[config.mk]
export PLATFORM = sky130hd
export DESIGN_NAME = hls_deadlock_report_ctrl
export DESIGN_NICKNAME = d
export VERILOG_FILES = /design/src/rtl/hls_deadlock_report_ctrl_pkg.sv /design/src/rtl/hls_deadlock_report_ctrl_arbiter.sv /design/src/rtl/hls_deadlock_report_ctrl.sv
export SDC_FILE = /design/constraint.sdc
export NUM_CORES = 1
export LEC_CHECK = 0
export ABC_AREA = 0
export CELL_PAD_IN_SITES_DETAIL_PLACEMENT = 0
export CELL_PAD_IN_SITES_GLOBAL_PLACEMENT = 2
export CORE_ASPECT_RATIO = 0.6
export CORE_MARGIN = 2
export CORE_UTILIZATION = 28
export DETAILED_ROUTE_END_ITERATION = 16
export PLACE_DENSITY = 0.75
export SLEW_MARGIN = 20
export SYNTH_ARGS = -nofsm -noshare
export SYNTH_HDL_FRONTEND = slang
export SYNTH_SLANG_ARGS = --single-unit
[constraint.sdc]
create_clock -name clock -period 2.1 [get_ports clock]
set_input_delay 0.42 -clock clock [delete_from_list [all_inputs] [get_ports clock]]
set_output_delay 0.42 -clock clock [all_outputs]
set_load 0.005 [all_outputs]
[src/rtl/hls_deadlock_report_ctrl_pkg.sv]
// Shared types and helpers for the deadlock report sequencer.
// HLS_DL_RR_ARB_EN selects round-robin origin arbitration.
package hls_deadlock_report_ctrl_pkg;

   localparam int DL_MAX_PROC = 32;
   localparam int DL_MAX_ID_W = 5;

   typedef enum logic [1:0] {
      IDLE   = 2'd0,
      ORIGIN = 2'd1,
      WALK   = 2'd2,
      REPORT = 2'd3
   } dl_state_e;

   typedef struct packed {
      logic [DL_MAX_ID_W-1:0] proc_id;
      logic [DL_MAX_PROC-1:0] chain;
      logic                   timeout;
   } dl_report_t;

   function automatic logic [DL_MAX_PROC-1:0] dl_onehot(input int idx);
      return DL_MAX_PROC'(1) << idx;
   endfunction

   function automatic int dl_clog2(input int v);
      int r;
      r = 0;
      for (int i = 0; i < 31; i++) begin
         if ((1 << i) < v) r = i + 1;
      end
      return r;
   endfunction

endpackage

[src/rtl/hls_deadlock_report_ctrl_arbiter.sv]
// Combinational origin picker: first request at or after start_i, wrapping.
// Fixed lowest-index priority is the start_i == 0 case.
module hls_dl_proc_arbiter #(
   parameter int PROC_NUM = 4,
   parameter int ID_W     = 2
) (
   input  logic [PROC_NUM-1:0] req_i,
   input  logic [ID_W-1:0]     start_i,
   output logic [PROC_NUM-1:0] gnt_o,
   output logic [ID_W-1:0]     id_o
);

   logic            found;
   logic [ID_W-1:0] sel;

   always_comb begin
      gnt_o = '0;
      id_o  = '0;
      found = 1'b0;
      sel   = '0;
      for (int k = 0; k < PROC_NUM; k++) begin
         sel = ID_W'((int'(start_i) + k) % PROC_NUM);
         if (!found && req_i[sel]) begin
            found      = 1'b1;
            gnt_o[sel] = 1'b1;
            id_o       = sel;
         end
      end
   end

endmodule

[src/rtl/hls_deadlock_report_ctrl.sv]
// Deadlock episode sequencer: pick origin, walk token, emit one report.
// Define HLS_DL_RR_ARB_EN for round-robin origin selection.
module hls_deadlock_report_ctrl
   import hls_deadlock_report_ctrl_pkg::*;
#(
   parameter int PROC_NUM      = 4,
   parameter int ID_W          = 2,
   parameter int TOKEN_TIMEOUT = 64
) (
   input  logic                clock,
   input  logic                reset,
   input  logic [PROC_NUM-1:0] dl_detect_vec,
   input  logic [PROC_NUM-1:0] token_seen_vec,
   output logic                dl_detect_bcast,
   output logic [PROC_NUM-1:0] origin_vec,
   output logic [PROC_NUM-1:0] token_clear_vec,
   output logic                report_valid,
   input  logic                report_ready,
   output logic [ID_W-1:0]     report_proc_id,
   output logic [PROC_NUM-1:0] report_chain,
   output logic                report_timeout
);

   localparam int TW = dl_clog2(TOKEN_TIMEOUT);
   localparam logic [TW-1:0] T_LAST = TW'(TOKEN_TIMEOUT - 1);

   dl_state_e           state_q, state_d;
   dl_report_t          rep_q, rep_d;
   logic [TW-1:0]       timer_q, timer_d;
   logic [ID_W-1:0]     win, arb_id, arb_start;
   logic [PROC_NUM-1:0] arb_gnt, win_oh;
   logic                arb_any, ret, tmo;

   assign win     = ID_W'(rep_q.proc_id);
   assign win_oh  = PROC_NUM'(dl_onehot(int'(win)));
   assign arb_any = |arb_gnt;
   // The origin still holds its own token in the first WALK cycle.
   assign ret     = dl_detect_vec[win] & token_seen_vec[win]
                    & (timer_q != '0);
   assign tmo     = timer_q == T_LAST;

`ifdef HLS_DL_RR_ARB_EN
   logic [ID_W-1:0] rr_q, rr_d;
   logic            hs;

   assign hs        = (state_q == REPORT) & report_ready;
   assign arb_start = rr_q;

   always_comb begin
      rr_d = rr_q;
      if (hs) rr_d = ID_W'((int'(win) + 1) % PROC_NUM);
   end

   always_ff @(posedge clock or posedge reset) begin
      if (reset) rr_q <= '0;
      else       rr_q <= rr_d;
   end
`else
   assign arb_start = '0;
`endif

   hls_dl_proc_arbiter #(
      .PROC_NUM (PROC_NUM),
      .ID_W     (ID_W)
   ) u_arb (
      .req_i   (dl_detect_vec),
      .start_i (arb_start),
      .gnt_o   (arb_gnt),
      .id_o    (arb_id)
   );

   always_ff @(posedge clock or posedge reset) begin
      if (reset) state_q <= IDLE;
      else       state_q <= state_d;
   end

   always_comb begin
      state_d = state_q;
      unique case (state_q)
         IDLE:    if (arb_any) state_d = ORIGIN;
         ORIGIN:  state_d = WALK;
         WALK:    if (ret || tmo) state_d = REPORT;
         REPORT:  if (report_ready) state_d = IDLE;
      endcase
   end

   always_comb begin
      rep_d   = rep_q;
      timer_d = timer_q;
      unique case (state_q)
         IDLE: begin
            if (arb_any) begin
               rep_d.proc_id = DL_MAX_ID_W'(arb_id);
               rep_d.chain   = '0;
               rep_d.timeout = 1'b0;
            end
         end
         ORIGIN: begin
            rep_d.chain = DL_MAX_PROC'(win_oh);
            timer_d     = '0;
         end
         WALK: begin
            rep_d.chain = rep_q.chain | DL_MAX_PROC'(token_seen_vec);
            if (timer_q != '1) timer_d = timer_q + 1'b1;
            if (ret)      rep_d.timeout = 1'b0;
            else if (tmo) rep_d.timeout = 1'b1;
         end
         REPORT: begin
         end
      endcase
   end

   always_ff @(posedge clock or posedge reset) begin
      if (reset) begin
         rep_q   <= '0;
         timer_q <= '0;
      end else begin
         rep_q   <= rep_d;
         timer_q <= timer_d;
      end
   end

   always_comb begin
      dl_detect_bcast = 1'b0;
      origin_vec      = '0;
      token_clear_vec = '0;
      report_valid    = 1'b0;
      report_proc_id  = '0;
      report_chain    = '0;
      report_timeout  = 1'b0;
      unique case (state_q)
         IDLE: begin
         end
         ORIGIN: begin
            dl_detect_bcast = 1'b1;
            origin_vec      = win_oh;
         end
         WALK: begin
            dl_detect_bcast = 1'b1;
            if (ret)      token_clear_vec = win_oh;
            else if (tmo) token_clear_vec = '1;
         end
         REPORT: begin
            dl_detect_bcast = 1'b1;
            report_valid    = 1'b1;
            report_proc_id  = win;
            report_chain    = PROC_NUM'(rep_q.chain);
            report_timeout  = rep_q.timeout;
         end
      endcase
   end

endmodule
## Word level (Yosys, flattened, before mapping)

Cells that the tools add are included.

- Add/sub/neg operators: 1
- Magnitude comparators: 1
- Eq/ne operators: 10
- Shifts and indexed selects: 1
- Muxes and demuxes: 34
- Bitwise gates (word level): 3
- Reduce and logical (&&, ||, !) cells: 19

Operators with widths:

| kind | number |
|---|---|
| one-hot mux 32 bit (3 select lines) | 1 |
| 2-to-1 mux 33 bit | 1 |
| bitwise OR 32 x 4 -> 32 bit | 1 |
| 2-to-1 mux 4 bit | 6 |
| 2-to-1 mux 2 bit | 7 |
| 2-to-1 mux 1 bit | 12 |
| one-hot mux 6 bit (2 select lines) | 1 |
| inequality test 2 bit (second input constant) | 4 |
| one-hot mux 2 bit (4 select lines) | 1 |
| adder 6 x 1 -> 6 bit (second input constant) | 1 |
| equality test 6 bit (second input constant) | 1 |
| 2-to-1 mux 6 bit | 1 |
| inequality test 6 bit (second input constant) | 1 |
| AND reduction 2 bit | 3 |
| AND reduction 3 bit | 2 |
| nonzero test 6 bit | 1 |
| binary-select mux 1 bit (select 2 bit) | 2 |
| equality test 2 bit (second input constant) | 2 |
| nonzero test 2 bit | 2 |
| OR reduction 4 bit | 1 |
| << shifter 1 x 2 -> 4 bit (first input constant) | 1 |
| logical AND 1 bit | 3 |
| zero test 1 bit | 3 |
| less-than comparator 2 x 3 -> 1 bit (second input constant) | 1 |
| 9 further kinds | 10 |

- Register bits: 43
- Bits of input ports: 11
- Word-level logic and storage cells: 74

## Depth between registers and ports, before layout

- Word-level depth: 13
- Depth in mapped cells: 6
- Gate-level depth less buffers: 6

## Modules after synthesis

Synthesis repeated with hierarchy kept, for this count alone.

- Cell total of the unflattened synthesis: 183
- Area total of the unflattened synthesis: 1534.0 µm²

Modules (own cells, without submodules):

| module | times used | cells an instance | area an instance (µm²) |
|---|---|---|---|
| hls_deadlock_report_ctrl | 1 | 118 | 1044.8 |
| hls_dl_proc_arbiter | 1 | 65 | 489.2 |

## Worst setup path before layout

Ideal clock, no wire load.

- Path type: input to output
- Start: input token_seen_vec[3]
- End: output token_clear_vec[2]
- Data arrival time: 1.416 ns
- Data required time: 1.680 ns
- Path slack: 0.264 ns
- Stages: 4
- Cells stage by stage: nand2_1 mux4_2 nor4b_1 o21a_1

- Longest elaborated chain between the ends: 6

Ends and longest elaborated chain:

| item | line | text |
|---|---|---|
| start, declared | hls_deadlock_report_ctrl.sv:13 | `input logic [PROC_NUM-1:0] token_seen_vec,` |
| binary-select mux 1 bit (select 2 bit) | hls_deadlock_report_ctrl.sv:38 | `assign ret = dl_detect_vec[win] & token_seen_vec[win]` |
| 2-to-1 mux 1 bit (implied by the code) | hls_deadlock_report_ctrl.sv:38 |  |
| bitwise AND 1 bit | hls_deadlock_report_ctrl.sv:38 |  |
| bitwise AND 1 bit | hls_deadlock_report_ctrl.sv:39 | `& (timer_q != '0);` |
| 2-to-1 mux 4 bit | hls_deadlock_report_ctrl.sv:140 | `if (ret) token_clear_vec = win_oh;` |
| 2-to-1 mux 4 bit | hls_deadlock_report_ctrl.sv:131 | `unique case (state_q)` |
| end, declared | hls_deadlock_report_ctrl.sv:16 | `output logic [PROC_NUM-1:0] token_clear_vec,` |

No other way between the ends. The select of a mux whose other input is x is not followed.

## Worst setup path in the final report

- Start: input token_seen_vec[2]
- End: output token_clear_vec[1]

Same word-level chain as after synthesis.

==> results.py <==
metrics = {
    "outcome": {
        "violated_checks": "negative setup slack",
        "status": "complete, but fails checks",
    },
    "run": {
        "cap_violations": 0,
    },
    "power": {
        "ir_drop_uv": 538.6,
        "leakagePower_nw": 0.7835,
        "power.density_cell_area_nw_per_um2": 1229,
        "p_total_w": 0.002122,
    },
    "finish": {
        "final_core_util_pct": 46.39,
        "mostFrequentLayoutCell": "sky130_fd_sc_hd__buf_4",
        "num-nets-final": 198,
        "mostFrequentLayoutCells": "sky130_fd_sc_hd__buf_4, sky130_fd_sc_hd__clkdlybuf4s50_1, sky130_fd_sc_hd__dfrtp_1",
        "stdcell_count": 226,
        "diodes": 0,
        "area_growth_syn_to_layout_pct": 57.18,
        "layout-drive-gt1-share_pct": 31.84,
    },
    "sta": {
        "setup_viol_count_final": 4,
        "hold_viol_final": 0,
        "rsz0062_at_grt": "true",
        "fin_crit_ps": 2264,
        "hold_slack_ps": 531.7,
        "max_slew.worst_pin.slew_ps": 613.3,
        "finalClockSkew_ps": 5.401,
        "max_slew_margin_pct": 59.07,
        "maxSlewViolCount": 0,
        "final_cycle_share_pct": 107.8,
        "post-route-worst-setup-slack_ps": -163.6,
        "max_clock_freq_ghz": 0.4418,
        "finalSetupTns_ps": -402.2,
    },
    "cts": {
        "htreeDepth": 1,
        "tritoncts": "done",
        "cts_max_path_bufs": 2,
        "cts_num_sinks": 15,
        "cts-root-buf": "sky130_fd_sc_hd__clkbuf_8",
        "clk_latency_ps": 260,
        "num_cts_buffers": 3,
        "clk_pin_slew_worst_setup_hold_paths_ps": 70,
    },
    "grt": {
        "grt_use_met1_pct": 22.55,
        "global_route.usage.met2_pct": 28.48,
        "first_pass_grt_wire_length_mm": 5.782,
        "grt_util_met3_pct": 3.622,
        "groute.usage.overall_pct": 17.24,
        "grt-ovfl-total": 0,
        "grt_antenna_before_repair": 0,
        "grt_start_max_net_pins": 16,
        "grt.busiest_layer": "met2",
        "via_count_of_the_first_global_routing_pass": 1137,
    },
    "placement": {
        "gp_routability_congestion": 0.7963,
        "numPlacedInstances": 218,
        "place.detailed.hpwl_mm": 2.573,
        "io_buffer_count": 27,
    },
    "route": {
        "via_per_inst": 5.150,
        "first_pass_iters": 4,
        "routedWlPerCell_um": 15.20,
        "detail_route.iter0.violations": 34,
        "ant_nets": 0,
        "drt-total-wl_mm": 3.435,
        "drcViolationCount": 0,
        "route.vias.total": 1164,
    },
    "worst_hold_path": {
        "hold_path.class": "input port to async pin",
    },
    "floorplan": {
        "dieWidth_um": 84.87,
        "placeable_area_um2": 3722,
        "row_count": 17,
        "dieHeight_um": 52.52,
        "die-area_um2": 4457,
        "initial_core_util_pct": 29.51,
        "floorplan.io_pins": 28,
    },
    "critical_path": {
        "rr_startpoint": "rep_q[34]",
        "critical_path.endpoint_type": "primary output",
        "regToRegEndpoint": "state_q[0]",
        "path_max_fanout": 4,
        "critPathArrivalTime_ps": 1840,
        "timing.setup.critical_path_class": "input port to primary output",
        "cp-start-kind": "input port",
        "worst-endpoint-required_ps": 1680,
        "reg2reg_slack_ps": 240,
        "worstRegToRegCells": 5,
    },
    "synthesis": {
        "synth_area_um2": 1099,
        "synth_seq_area_share_pct": 34.17,
        "syn-mean-instance-area_um2": 8.719,
        "syn-instance-count": 126,
        "net_count_after_synthesis": 144,
        "synth_seq_cells": 15,
        "synth-warning-count": 0,
        "yosysUniqueCellTypes": 33,
    },
}
flip-flops by register name, indices dropped and copies added, names as in the netlist:
name / count
timer_q: 6
rep_q: 7
state_q: 2
routing by layer:
metal	vias up	share of wire, %	routed length, um
li1	561	-	-
met1	567	49	1677
met2	31	45	1552
met3	5	4.5	153
met4	0	1.5	52
met5	-	0	0
report_power, final:
group / internal [W] / switching (W) / leakage (nW)
sequential: 0.000385 / 0.0000980 / 0.194
combinational: 0.000696 / 0.000693 / 0.564
clock: 0.000132 / 0.000118 / 0.0255
total: 0.00121 / 0.000909 / 0.784
cells in the mapped netlist:
library cell,count,area (um2)
sky130_fd_sc_hd__nand2_1,9,33.78
sky130_fd_sc_hd__clkbuf_1,5,18.77
sky130_fd_sc_hd__and4_1,1,8.760
sky130_fd_sc_hd__ha_1,7,87.58
sky130_fd_sc_hd__nor4b_1,3,26.28
sky130_fd_sc_hd__a311oi_2,1,15.01
sky130_fd_sc_hd__o211ai_1,2,15.01
sky130_fd_sc_hd__and3_1,1,6.260
sky130_fd_sc_hd__nor4_1,2,12.51
sky130_fd_sc_hd__nand2b_1,3,18.77
sky130_fd_sc_hd__nand3_1,5,25.02
sky130_fd_sc_hd__and2b_2,1,8.760
sky130_fd_sc_hd__nor2_1,11,41.29
sky130_fd_sc_hd__a31oi_1,2,12.51
sky130_fd_sc_hd__o21ai_0,11,55.05
sky130_fd_sc_hd__and3b_1,1,8.760
sky130_fd_sc_hd__nor2b_1,3,18.77
sky130_fd_sc_hd__mux2_2,1,11.26
sky130_fd_sc_hd__a22o_1,5,43.79
sky130_fd_sc_hd__mux2i_1,1,10.01
sky130_fd_sc_hd__nor3_1,3,15.01
sky130_fd_sc_hd__a21oi_1,1,5.000
sky130_fd_sc_hd__a311o_1,1,10.01
sky130_fd_sc_hd__and2_1,8,50.05
sky130_fd_sc_hd__a32o_1,1,10.01
sky130_fd_sc_hd__o21a_1,9,67.56
sky130_fd_sc_hd__inv_1,7,26.28
sky130_fd_sc_hd__dfrtp_1,15,375.4
sky130_fd_sc_hd__nor3b_1,2,15.01
sky130_fd_sc_hd__or2_1,1,6.260
sky130_fd_sc_hd__mux4_2,1,22.52
sky130_fd_sc_hd__a21o_1,1,7.510
sky130_fd_sc_hd__o32a_1,1,10.01
worst max path at each step:
stage                                 start                  to  slack (ps)
after floorplan           token_seen_vec[3]  token_clear_vec[2]         260
after global placement     dl_detect_vec[1]  token_clear_vec[1]        -770
after detailed placement  token_seen_vec[3]  token_clear_vec[1]        -830
after CTS                         rep_q[34]  token_clear_vec[1]        -150
after global routing              rep_q[34]  token_clear_vec[1]        -240
final                     token_seen_vec[2]  token_clear_vec[1]        -160
worst max-delay path, stage by stage:
cell	delay, ps
sky130_fd_sc_hd__clkdlybuf4s15_2	190
sky130_fd_sc_hd__nand2_1	70
sky130_fd_sc_hd__mux4_2	510
sky130_fd_sc_hd__o21a_1	240
sky130_fd_sc_hd__buf_4	140
sky130_fd_sc_hd__o21a_1	150
sky130_fd_sc_hd__buf_2	120
repair_timing:
action,4_1_cts,5_1_grt
hold buffers,0,0
setup buffers,3,2
setup endpoints to repair,16,8
gates resized for setup,52,7
pin swaps,8,5
layout make-up:
cell class / instances / area, um2
Fill cell: 375 / 1996
Multi-Input combinational cell: 99 / 764.5
Timing Repair Buffer: 54 / 452.9
Sequential cell: 15 / 377.9
Tap cell: 47 / 58.81
Clock buffer: 3 / 41.29
Inverter: 7 / 26.28
Clock inverter: 1 / 5.005
stage by stage:
stage | cell area (um2) | setup slack (ps)
6_report | 1727 | -163.6
5_1_grt | 1727 | -241.3
4_1_cts | 1710 | -154.9
3_5_place_dp | 1582 | -827.0
3_3_place_gp | 1582 | -765.6
2_1_floorplan | 1099 | 263.8
cells by family (layout without fill, tap and decap cells):
family / Yosys count / in the layout / share of synthesized area (%)
AND/OR/NAND/NOR: 54 / 54 / 26.88
AO/OA/AOI/OAI: 35 / 35 / 22.89
flip-flops: 15 / 15 / 34.17
buffers and inverters: 12 / 65 / 4.101
adder cells (fa/ha/maj): 7 / 7 / 7.972
multiplexers: 3 / 3 / 3.986
Power figures use the tool's default switching activity.
